File: src/rtl/cpu_pkg.sv
// Shared encodings for the writeback stage: result select, load size and FSM states.
package cpu_pkg;

  typedef enum logic [1:0] {
    WB_SEL_ALU  = 2'b00,
    WB_SEL_LOAD = 2'b01,
    WB_SEL_LINK = 2'b10,
    WB_SEL_NONE = 2'b11
  } wb_sel_e;

  typedef enum logic [1:0] {
    LD_SIZE_B  = 2'b00,
    LD_SIZE_H  = 2'b01,
    LD_SIZE_W  = 2'b10,
    LD_SIZE_W2 = 2'b11
  } ld_size_e;

  typedef enum logic {
    WB_IDLE    = 1'b0,
    WB_WAIT_LD = 1'b1
  } wb_state_e;

  // A retiring instruction writes the RF only if enabled, not targeting x0, and has a result.
  function automatic logic wr_qualify(input logic wb_en, input logic rd_nonzero,
                                      input logic [1:0] wb_sel);
    return wb_en && rd_nonzero && (wb_sel_e'(wb_sel) != WB_SEL_NONE);
  endfunction

endpackage

File: src/rtl/load_extend.sv
// Combinational load-data extraction and sign/zero extension.
module load_extend
  import cpu_pkg::*;
#(
  parameter int unsigned DATA_WIDTH = 32
) (
  input  logic [DATA_WIDTH-1:0] ld_data,
  input  logic [1:0]            ld_size,
  input  logic                  ld_unsigned,
  input  logic [1:0]            addr_lo,
  output logic [DATA_WIDTH-1:0] ext_data
);

  logic [7:0]  byte_sel;
  logic [15:0] half_sel;

  // Select the addressed byte/half and extend it to the full word.
  always_comb begin
    byte_sel = ld_data[{addr_lo, 3'b000} +: 8];
    half_sel = addr_lo[1] ? ld_data[16 +: 16] : ld_data[0 +: 16];
    ext_data = ld_data;
    case (ld_size_e'(ld_size))
      LD_SIZE_B: ext_data = {{(DATA_WIDTH-8){~ld_unsigned & byte_sel[7]}}, byte_sel};
      LD_SIZE_H: ext_data = {{(DATA_WIDTH-16){~ld_unsigned & half_sel[15]}}, half_sel};
      default:   ext_data = ld_data;
    endcase
  end

endmodule

File: src/rtl/reg_writeback_unit.sv
// WB stage: selects the retiring result, waits for load data, drives the RF write port.
module reg_writeback_unit
  import cpu_pkg::*;
#(
  parameter int unsigned DATA_WIDTH   = 32,
  parameter int unsigned ADD_WIDTH    = 5,
  parameter int unsigned LOAD_TIMEOUT = 255
) (
  input  logic                  clk,
  input  logic                  rst_n,
  input  logic                  in_valid,
  output logic                  in_ready,
  input  logic [ADD_WIDTH-1:0]  in_rd,
  input  logic                  in_wb_en,
  input  logic [1:0]            in_wb_sel,
  input  logic [DATA_WIDTH-1:0] in_alu_result,
  input  logic [DATA_WIDTH-1:0] in_pc_plus4,
  input  logic [1:0]            in_ld_size,
  input  logic                  in_ld_unsigned,
  input  logic [1:0]            in_addr_lo,
  input  logic                  ld_valid,
  input  logic [DATA_WIDTH-1:0] ld_data,
  output logic                  rf_wr_en,
  output logic [ADD_WIDTH-1:0]  rf_wr_addr,
  output logic [DATA_WIDTH-1:0] rf_wr_data,
  output logic                  byp_valid,
  output logic [ADD_WIDTH-1:0]  byp_addr,
  output logic [DATA_WIDTH-1:0] byp_data,
  output logic                  pend_valid,
  output logic [ADD_WIDTH-1:0]  pend_addr,
  output logic                  err_timeout
);

  localparam int unsigned TW = $clog2(LOAD_TIMEOUT + 1);
  localparam logic [TW-1:0] TMAX = TW'(LOAD_TIMEOUT);

  wb_state_e             state_q, state_d;
  logic [TW-1:0]         timer_q, timer_d;
  logic                  err_q, err_d;
  logic                  wr_en_q, wr_en_d;
  logic [ADD_WIDTH-1:0]  wr_addr_q, wr_addr_d;
  logic [DATA_WIDTH-1:0] wr_data_q, wr_data_d;
  logic [ADD_WIDTH-1:0]  ld_rd_q, ld_rd_d;
  logic [1:0]            ld_size_q, ld_size_d;
  logic                  ld_uns_q, ld_uns_d;
  logic [1:0]            ld_alo_q, ld_alo_d;
  logic                  ld_qual_q, ld_qual_d;
  logic                  wr_qual;
  logic [DATA_WIDTH-1:0] ext_data;

  load_extend #(
    .DATA_WIDTH(DATA_WIDTH)
  ) u_load_extend (
    .ld_data    (ld_data),
    .ld_size    (ld_size_q),
    .ld_unsigned(ld_uns_q),
    .addr_lo    (ld_alo_q),
    .ext_data   (ext_data)
  );

  // State, timer, load context and registered RF write port.
  always_ff @(posedge clk or negedge rst_n) begin
    if (!rst_n) begin
      state_q   <= WB_IDLE;
      timer_q   <= '0;
      err_q     <= 1'b0;
      wr_en_q   <= 1'b0;
      wr_addr_q <= '0;
      wr_data_q <= '0;
      ld_rd_q   <= '0;
      ld_size_q <= '0;
      ld_uns_q  <= 1'b0;
      ld_alo_q  <= '0;
      ld_qual_q <= 1'b0;
    end else begin
      state_q   <= state_d;
      timer_q   <= timer_d;
      err_q     <= err_d;
      wr_en_q   <= wr_en_d;
      wr_addr_q <= wr_addr_d;
      wr_data_q <= wr_data_d;
      ld_rd_q   <= ld_rd_d;
      ld_size_q <= ld_size_d;
      ld_uns_q  <= ld_uns_d;
      ld_alo_q  <= ld_alo_d;
      ld_qual_q <= ld_qual_d;
    end
  end

  // Next-state: accept in IDLE, complete or time out loads in WAIT_LD.
  always_comb begin
    state_d   = state_q;
    timer_d   = timer_q;
    err_d     = err_q;
    wr_en_d   = 1'b0;
    wr_addr_d = wr_addr_q;
    wr_data_d = wr_data_q;
    ld_rd_d   = ld_rd_q;
    ld_size_d = ld_size_q;
    ld_uns_d  = ld_uns_q;
    ld_alo_d  = ld_alo_q;
    ld_qual_d = ld_qual_q;
    wr_qual   = wr_qualify(in_wb_en, in_rd != '0, in_wb_sel);

    case (state_q)
      WB_IDLE: begin
        if (in_valid) begin
          if (wb_sel_e'(in_wb_sel) == WB_SEL_LOAD) begin
            state_d   = WB_WAIT_LD;
            timer_d   = '0;
            ld_rd_d   = in_rd;
            ld_size_d = in_ld_size;
            ld_uns_d  = in_ld_unsigned;
            ld_alo_d  = in_addr_lo;
            ld_qual_d = wr_qual;
          end else begin
            wr_en_d = wr_qual;
            if (wr_qual) begin
              wr_addr_d = in_rd;
              wr_data_d = (wb_sel_e'(in_wb_sel) == WB_SEL_LINK) ? in_pc_plus4 : in_alu_result;
            end
          end
        end
      end
      WB_WAIT_LD: begin
        if (ld_valid) begin
          wr_en_d = ld_qual_q;
          if (ld_qual_q) begin
            wr_addr_d = ld_rd_q;
            wr_data_d = ext_data;
          end
          state_d = WB_IDLE;
          timer_d = '0;
        end else if (timer_q + TW'(1) == TMAX) begin
          // Timeout fires on the LOAD_TIMEOUT-th waiting cycle without a response.
          err_d   = 1'b1;
          state_d = WB_IDLE;
          timer_d = '0;
        end else begin
          timer_d = timer_q + TW'(1);
        end
      end
      default: state_d = WB_IDLE;
    endcase
  end

  assign in_ready    = (state_q == WB_IDLE);
  assign pend_valid  = (state_q == WB_WAIT_LD) && ld_qual_q;
  assign pend_addr   = ld_rd_q;
  assign err_timeout = err_q;
  assign rf_wr_en    = wr_en_q;
  assign rf_wr_addr  = wr_addr_q;
  assign rf_wr_data  = wr_data_q;
  assign byp_valid   = wr_en_q;
  assign byp_addr    = wr_addr_q;
  assign byp_data    = wr_data_q;

endmodule
File: config.mk
export PLATFORM = sky130hd
export DESIGN_NAME = reg_writeback_unit
export DESIGN_NICKNAME = d
export VERILOG_FILES = /design/src/rtl/cpu_pkg.sv /design/src/rtl/load_extend.sv /design/src/rtl/reg_writeback_unit.sv
export SDC_FILE = /design/constraint.sdc
export NUM_CORES = 1
export LEC_CHECK = 0
export ABC_AREA = 1
export CAP_MARGIN = 20
export CORE_ASPECT_RATIO = 0.6
export CORE_MARGIN = 2
export CORE_UTILIZATION = 45
export DETAILED_ROUTE_END_ITERATION = 7
export MAX_ROUTING_LAYER = met4
export PLACE_DENSITY = 0.87
export SYNTH_ARGS = -nofsm -noshare
export SYNTH_HDL_FRONTEND = slang
export SYNTH_SLANG_ARGS = --single-unit
File: constraint.sdc
create_clock -name clk -period 3.4 [get_ports clk]
set_input_delay 0.34 -clock clk [delete_from_list [all_inputs] [get_ports clk]]
set_output_delay 0.34 -clock clk [all_outputs]
set_load 0.01 [all_outputs]
### Yosys cells after proc, flatten, opt, wreduce, memory -nomap -nowiden

Index checks and enable logic that the tools add are counted.

| storage, ports and cells | value |
|---|---|
| bits in registers | 59 |
| input port bits | 113 |
| output and inout port bits | 84 |
| word-level logic and storage cells | 67 |

| cells by class | value |
|---|---|
| add/subtract/negate cells | 1 |
| equality and inequality tests | 11 |
| shifts and indexed selects | 1 |
| mux-type cells | 29 |
| bitwise gates (word level) | 5 |
| reductions and logical operators | 9 |

Operators by type and width:

| cell | count |
|---|---|
| $mux 32 | 6 |
| $pmux 32 s2 | 2 |
| $mux 8 | 4 |
| $shiftx 32x6->8 | 1 |
| $mux 5 | 5 |
| $mux 16 | 1 |
| $pmux 8 s2 | 1 |
| $pmux 5 s2 | 1 |
| $add 8x1->8 const B | 1 |
| $eq 8x8->1 const B | 1 |
| $ne 2x2->1 const B | 4 |
| $mux 1 | 7 |
| $ne 2x1->1 const B | 3 |
| $reduce_and 3->1 | 2 |
| $reduce_and 5->1 | 1 |
| $reduce_bool 5->1 | 1 |
| $eq 2x1->1 const B | 2 |
| $pmux 1 s2 | 2 |
| $logic_and 1x1->1 | 3 |
| $not 1->1 | 3 |
| $and 1x1->1 | 2 |
| $eq 2x2->1 const B | 1 |
| $logic_not 2->1 | 1 |
| $reduce_and 2->1 | 1 |

### Logic depth before layout (Yosys ltp)

| depth | value |
|---|---|
| word-level depth | 7 |
| depth in mapped cells | 11 |
| mapped depth without buffers | 11 |

### Modules after synthesis

Synthesis repeated with hierarchy kept, for this count alone.

| second synthesis, totals | value |
|---|---|
| cell total of the unflattened synthesis | 619 |
| area, all modules | 4534.3 um^2 |

Modules (own cells, without submodules):

| module | instances | cells an instance | area each (um^2) | sequential area each (um^2) |
|---|---|---|---|---|
| reg_writeback_unit | 1 | 465 | 3613.5 | 1476.4 |
| load_extend | 1 | 154 | 920.9 | 0.0 |

### Least setup slack after synthesis

OpenSTA, ideal clock, no wires.

| timing path | value |
|---|---|
| kind | register to register |
| from | register timer_q[0] |
| to | register timer_q[0] |
| setup time | 118 ps |
| arrival time | 1369 ps |
| data required time | 3282 ps |
| setup slack | 1913 ps |
| stages on the path, launching flop included | 12 |
| buffers on the path | 0 |
| period minus slack after synthesis | 1487 ps |
| cells stage by stage | dfrtp_1 ha_1 nand2_1 inv_1 nand2_1 nand2_1 nor2_1 nand2_1 nor2_1 nand2_1 nand3_1 nand2_1 |

| on the way | value |
|---|---|
| longest elaborated chain between the ends | 5 |

Ends and longest elaborated chain:

| item | line | source |
|---|---|---|
| start: declaration | reg_writeback_unit.sv:38 | `logic [TW-1:0] timer_q, timer_d;` |
| start signal: assignment | reg_writeback_unit.sv:77 | `timer_q <= timer_d;` |
| $add 8x1->8 * | reg_writeback_unit.sv:134, reg_writeback_unit.sv:140 |  |
| $eq 8x8->1 | reg_writeback_unit.sv:134 | `end else if (timer_q + TW'(1) == TMAX) begin` |
| $mux 8 * | reg_writeback_unit.sv:134 |  |
| $mux 8 * | reg_writeback_unit.sv:126 | `if (ld_valid) begin` |
| $pmux 8 s2 * | reg_writeback_unit.sv:105 | `case (state_q)` |

Mark *: on every way between the ends. The rest lies on a longest branch, timed or not.
A chain may end at the register's enable or synchronous reset.

### Worst setup path after layout

| timing path | value |
|---|---|
| from | register state_q |
| to | register wr_data_q[18] (netlist: byp_data[18]) |

| on the way | value |
|---|---|
| longest elaborated chain between the ends | 3 |
| elaborated cells on any way between the ends | 8 |
| those cells by class | 5 x eq/ne; 1 x mux; 1 x bitwise; 1 x reduce/logical |

Ends and longest elaborated chain:

| item | line | source |
|---|---|---|
| start: declaration | reg_writeback_unit.sv:37 | `wb_state_e state_q, state_d;` |
| start signal: assignment | reg_writeback_unit.sv:76 | `state_q <= state_d;` |
| $not 1->1 (no line) | -- |  |
| $ne 2x2->1 (no line) or $ne 2x1->1 (tied branches) | -- |  |
| $reduce_and 5->1 (no line) | -- |  |
| end signal: assignment | reg_writeback_unit.sv:81 | `wr_data_q <= wr_data_d;` |
| end: declaration | reg_writeback_unit.sv:42 | `logic [DATA_WIDTH-1:0] wr_data_q, wr_data_d;` |

Several ways; a longest one is shown, not always the timed one.

==> flow_summary.json <==
{
  "drive_above_1_share": 0.0429,
  "grt_max_degree": 47,
  "comb_power_share": 0.407,
  "die_x_um": 128,
  "timing.max_cap.violations": 0,
  "p_leak_nw": 2.86,
  "grt-ovfl-total": 0,
  "numPortBuffers": 196,
  "ctsHoldBuffers": 0,
  "clock_power_share": 0.287,
  "postSynth.asyncResetShare": 1.00,
  "gr-usage-all-layers": 0.299,
  "synth-seq-cells": 59,
  "hpwl_um": 11200,
  "p_int_w": 0.00228,
  "yosysSeqAreaShare": 0.355,
  "worstSetupStartpointType": "register",
  "synth-compound-area-share": 0.164,
  "synth-edff-count": 0,
  "grt_pass1_vias": 4516,
  "status": "complete, no violations",
  "gp_congestion": 0.936,
  "ant_nets": 0,
  "hp-class": "in -> async",
  "ys.flop_type": "dfrtp_1",
  "cp.arrival_ps": 2850,
  "clkSlewWorstSetupHoldPaths_ps": 60,
  "coreArea_um2": 9090,
  "yosys.area.top_type": "dfrtp_1",
  "die_area_um2": 10100,
  "num-fill-cells": 745,
  "post_cts_buffers": 0,
  "yosys.cell_count.top_type": "nand2_1",
  "slew_viol_final": 0,
  "avgViaCountPerCell": 5.46,
  "grt_pass1_wl_um": 22700,
  "synthTopCellsByArea": "dfrtp_1, nand2_1, a21oi_1",
  "period_share": 0.780,
  "worstSkewPairLatency_ps": 320,
  "finalInstanceArea_um2": 6210,
  "synth.area.mux_share": 0,
  "synth_top_family_by_area": "simple AND/OR/NAND/NOR gates",
  "powerDensity_nw_per_um2": 553,
  "antenna_found_initial": 0,
  "synth_cell_types": 23,
  "fmax_mhz": 377,
  "clock-root-buffer": "clkbuf_16",
  "synthCells": 646,
  "cts_tree": "yes",
  "num_rows": 27,
  "ioPinCount": 197,
  "area.growth.synth_to_final_pct": 49.1,
  "netlist_area_um2": 4160,
  "yosys.area_share.simple": 0.335,
  "wl_per_cell_um": 16.5,
  "end_kind": "register",
  "netlist_top_cells_count": "nand2_1, a21oi_1, dfrtp_1",
  "finalSetupTns_ps": 0,
  "syn_area_per_cell_um2": 6.44,
  "fin_crit_ps": 2650,
  "worst_pin_slew_ps": 958,
  "seqPwrFrac": 0.306,
  "htreeDepth": 3,
  "cts_buffer_depth": 2,
  "ir_worst_vdd_v": 0.000316,
  "synth_warnings": 0,
  "whs_ps": 147,
  "firstDrtPassIters": 6,
  "seq_area_um2": 1480,
  "clock_skew_ps": 8.00,
  "synth-adder-area-share": 0.00601,
  "setup_viol": 0,
  "fin_nets": 903,
  "switching_share": 0.336,
  "synthXorXnorAreaFrac": 0.00210,
  "vias": 4962,
  "die_h_um": 78.5,
  "cts-resized-gates": 0,
  "finalHoldViolCount": 0,
  "cts_buffers": 9,
  "start_util": 0.458,
  "p_sw_w": 0.00115,
  "postPlaceCellArea_um2": 5880,
  "drc": 0,
  "synth_top_area_frac": 0.355,
  "drt_wl_total_um": 15000,
  "cp_data_required_time_ps": 3600,
  "drtIter0Drc": 505,
  "cp_max_fo": 46,
  "diodes": 0,
  "slew_headroom": 0.359,
  "multi_input_comb_area_um2": 2110,
  "cts.sinks": 59,
  "rsz0062_at_grt": "false",
  "synth_nets": 761,
  "path_class": "reg -> reg"
}
-- metal layers --
layer / wire, um / share of wire / GRT usage
met1: 6290 / 0.42 / 0.407
met2: 6780 / 0.45 / 0.467
met3: 1750 / 0.12 / 0.0641
met4: 207 / 0.014 / 0.0560
met5: 0 / 0 / -
-- critical path, cell delays in order (launching register included) --
cell and delay (ps):
dfrtp_1 690, buf_4 350, nor2_1 80, nand4_1 90
buf_4 310, nand2_2 560, o21a_1 290, nand2_1 70
nand2_1 80
-- final cells by class --
type | instances | share of cell area
multi-input cells | 480 | 0.340
repair buffers | 205 | 0.326
flip-flops and latches | 59 | 0.238
clock buffers | 9 | 0.0363
well taps | 116 | 0.0234
inverters | 33 | 0.0200
clock inverters | 7 | 0.0161
-- flip-flops by register name, indices dropped and copies added, names as in the netlist, 2 cells and up --
signal     count
ld_size_q      2
byp_data      32
ld_alo_q       2
pend_addr      5
byp_addr       5
timer_q        8
-- stage by stage --
stage	setup slack (ps)	cells	util	total power, W
after floorplan	1910	646	-	0.00175
after global placement	931	893	0.647	0.00240
after detailed placement	871	893	0.647	0.00244
after CTS	806	909	0.683	0.00343
after global routing	583	909	0.683	0.00360
final	749	909	0.683	0.00343
-- worst paths after layout --
kind | start | end | slack (ps) | cells past startpoint
worst max-delay path | state_q | byp_data[18] | 750 | 8
worst min-delay path | rst_n | timer_q[1] | 150 | 1
worst max register to register | state_q | byp_data[18] | 750 | 8
worst min register to register | ld_qual_q | ld_qual_q | 490 | 2
max in group asynchronous | rst_n | byp_data[27] | 2420 | 2
min in group clk | ld_qual_q | ld_qual_q | 490 | 2
-- cells in the final DEF (no fill, tap or decap) --
master / count
a21oi_1: 90
and2_1: 1
buf_2: 1
buf_4: 9
bufinv_16: 2
clkbuf_16: 9
clkdlybuf4s50_1: 195
clkinv_2: 1
clkinv_4: 3
dfrtp_1: 59
ha_1: 2
inv_1: 31
inv_2: 2
inv_6: 1
nand2_1: 243
nand2_2: 4
nand3_1: 46
nand4_1: 1
nor2_1: 53
nor2_4: 1
nor3_1: 1
o21a_1: 12
o21ai_0: 22
o21ai_4: 1
o21bai_1: 2
xnor2_1: 1
-- cell families after synthesis --
logic type | count (synthesis)
buffers and inverters | 107
adders and majority gates | 2
DFF | 59
xor gates and xnor gates | 1
AOI/OAI and AO/OA | 127
and+or+nand+nor | 350
-- power by group through the flow --
stage | registers [W] | logic [W] | clock network, W
6_report | 0.00105 | 0.00140 | 0.000986
5_1_grt | 0.00107 | 0.00149 | 0.00103
4_1_cts | 0.00105 | 0.00139 | 0.000991
3_5_place_dp | 0.00106 | 0.00138 | 0
3_3_place_gp | 0.00105 | 0.00136 | 0
2_1_floorplan | 0.00107 | 0.000682 | 0
Power figures use the tool's default switching activity.
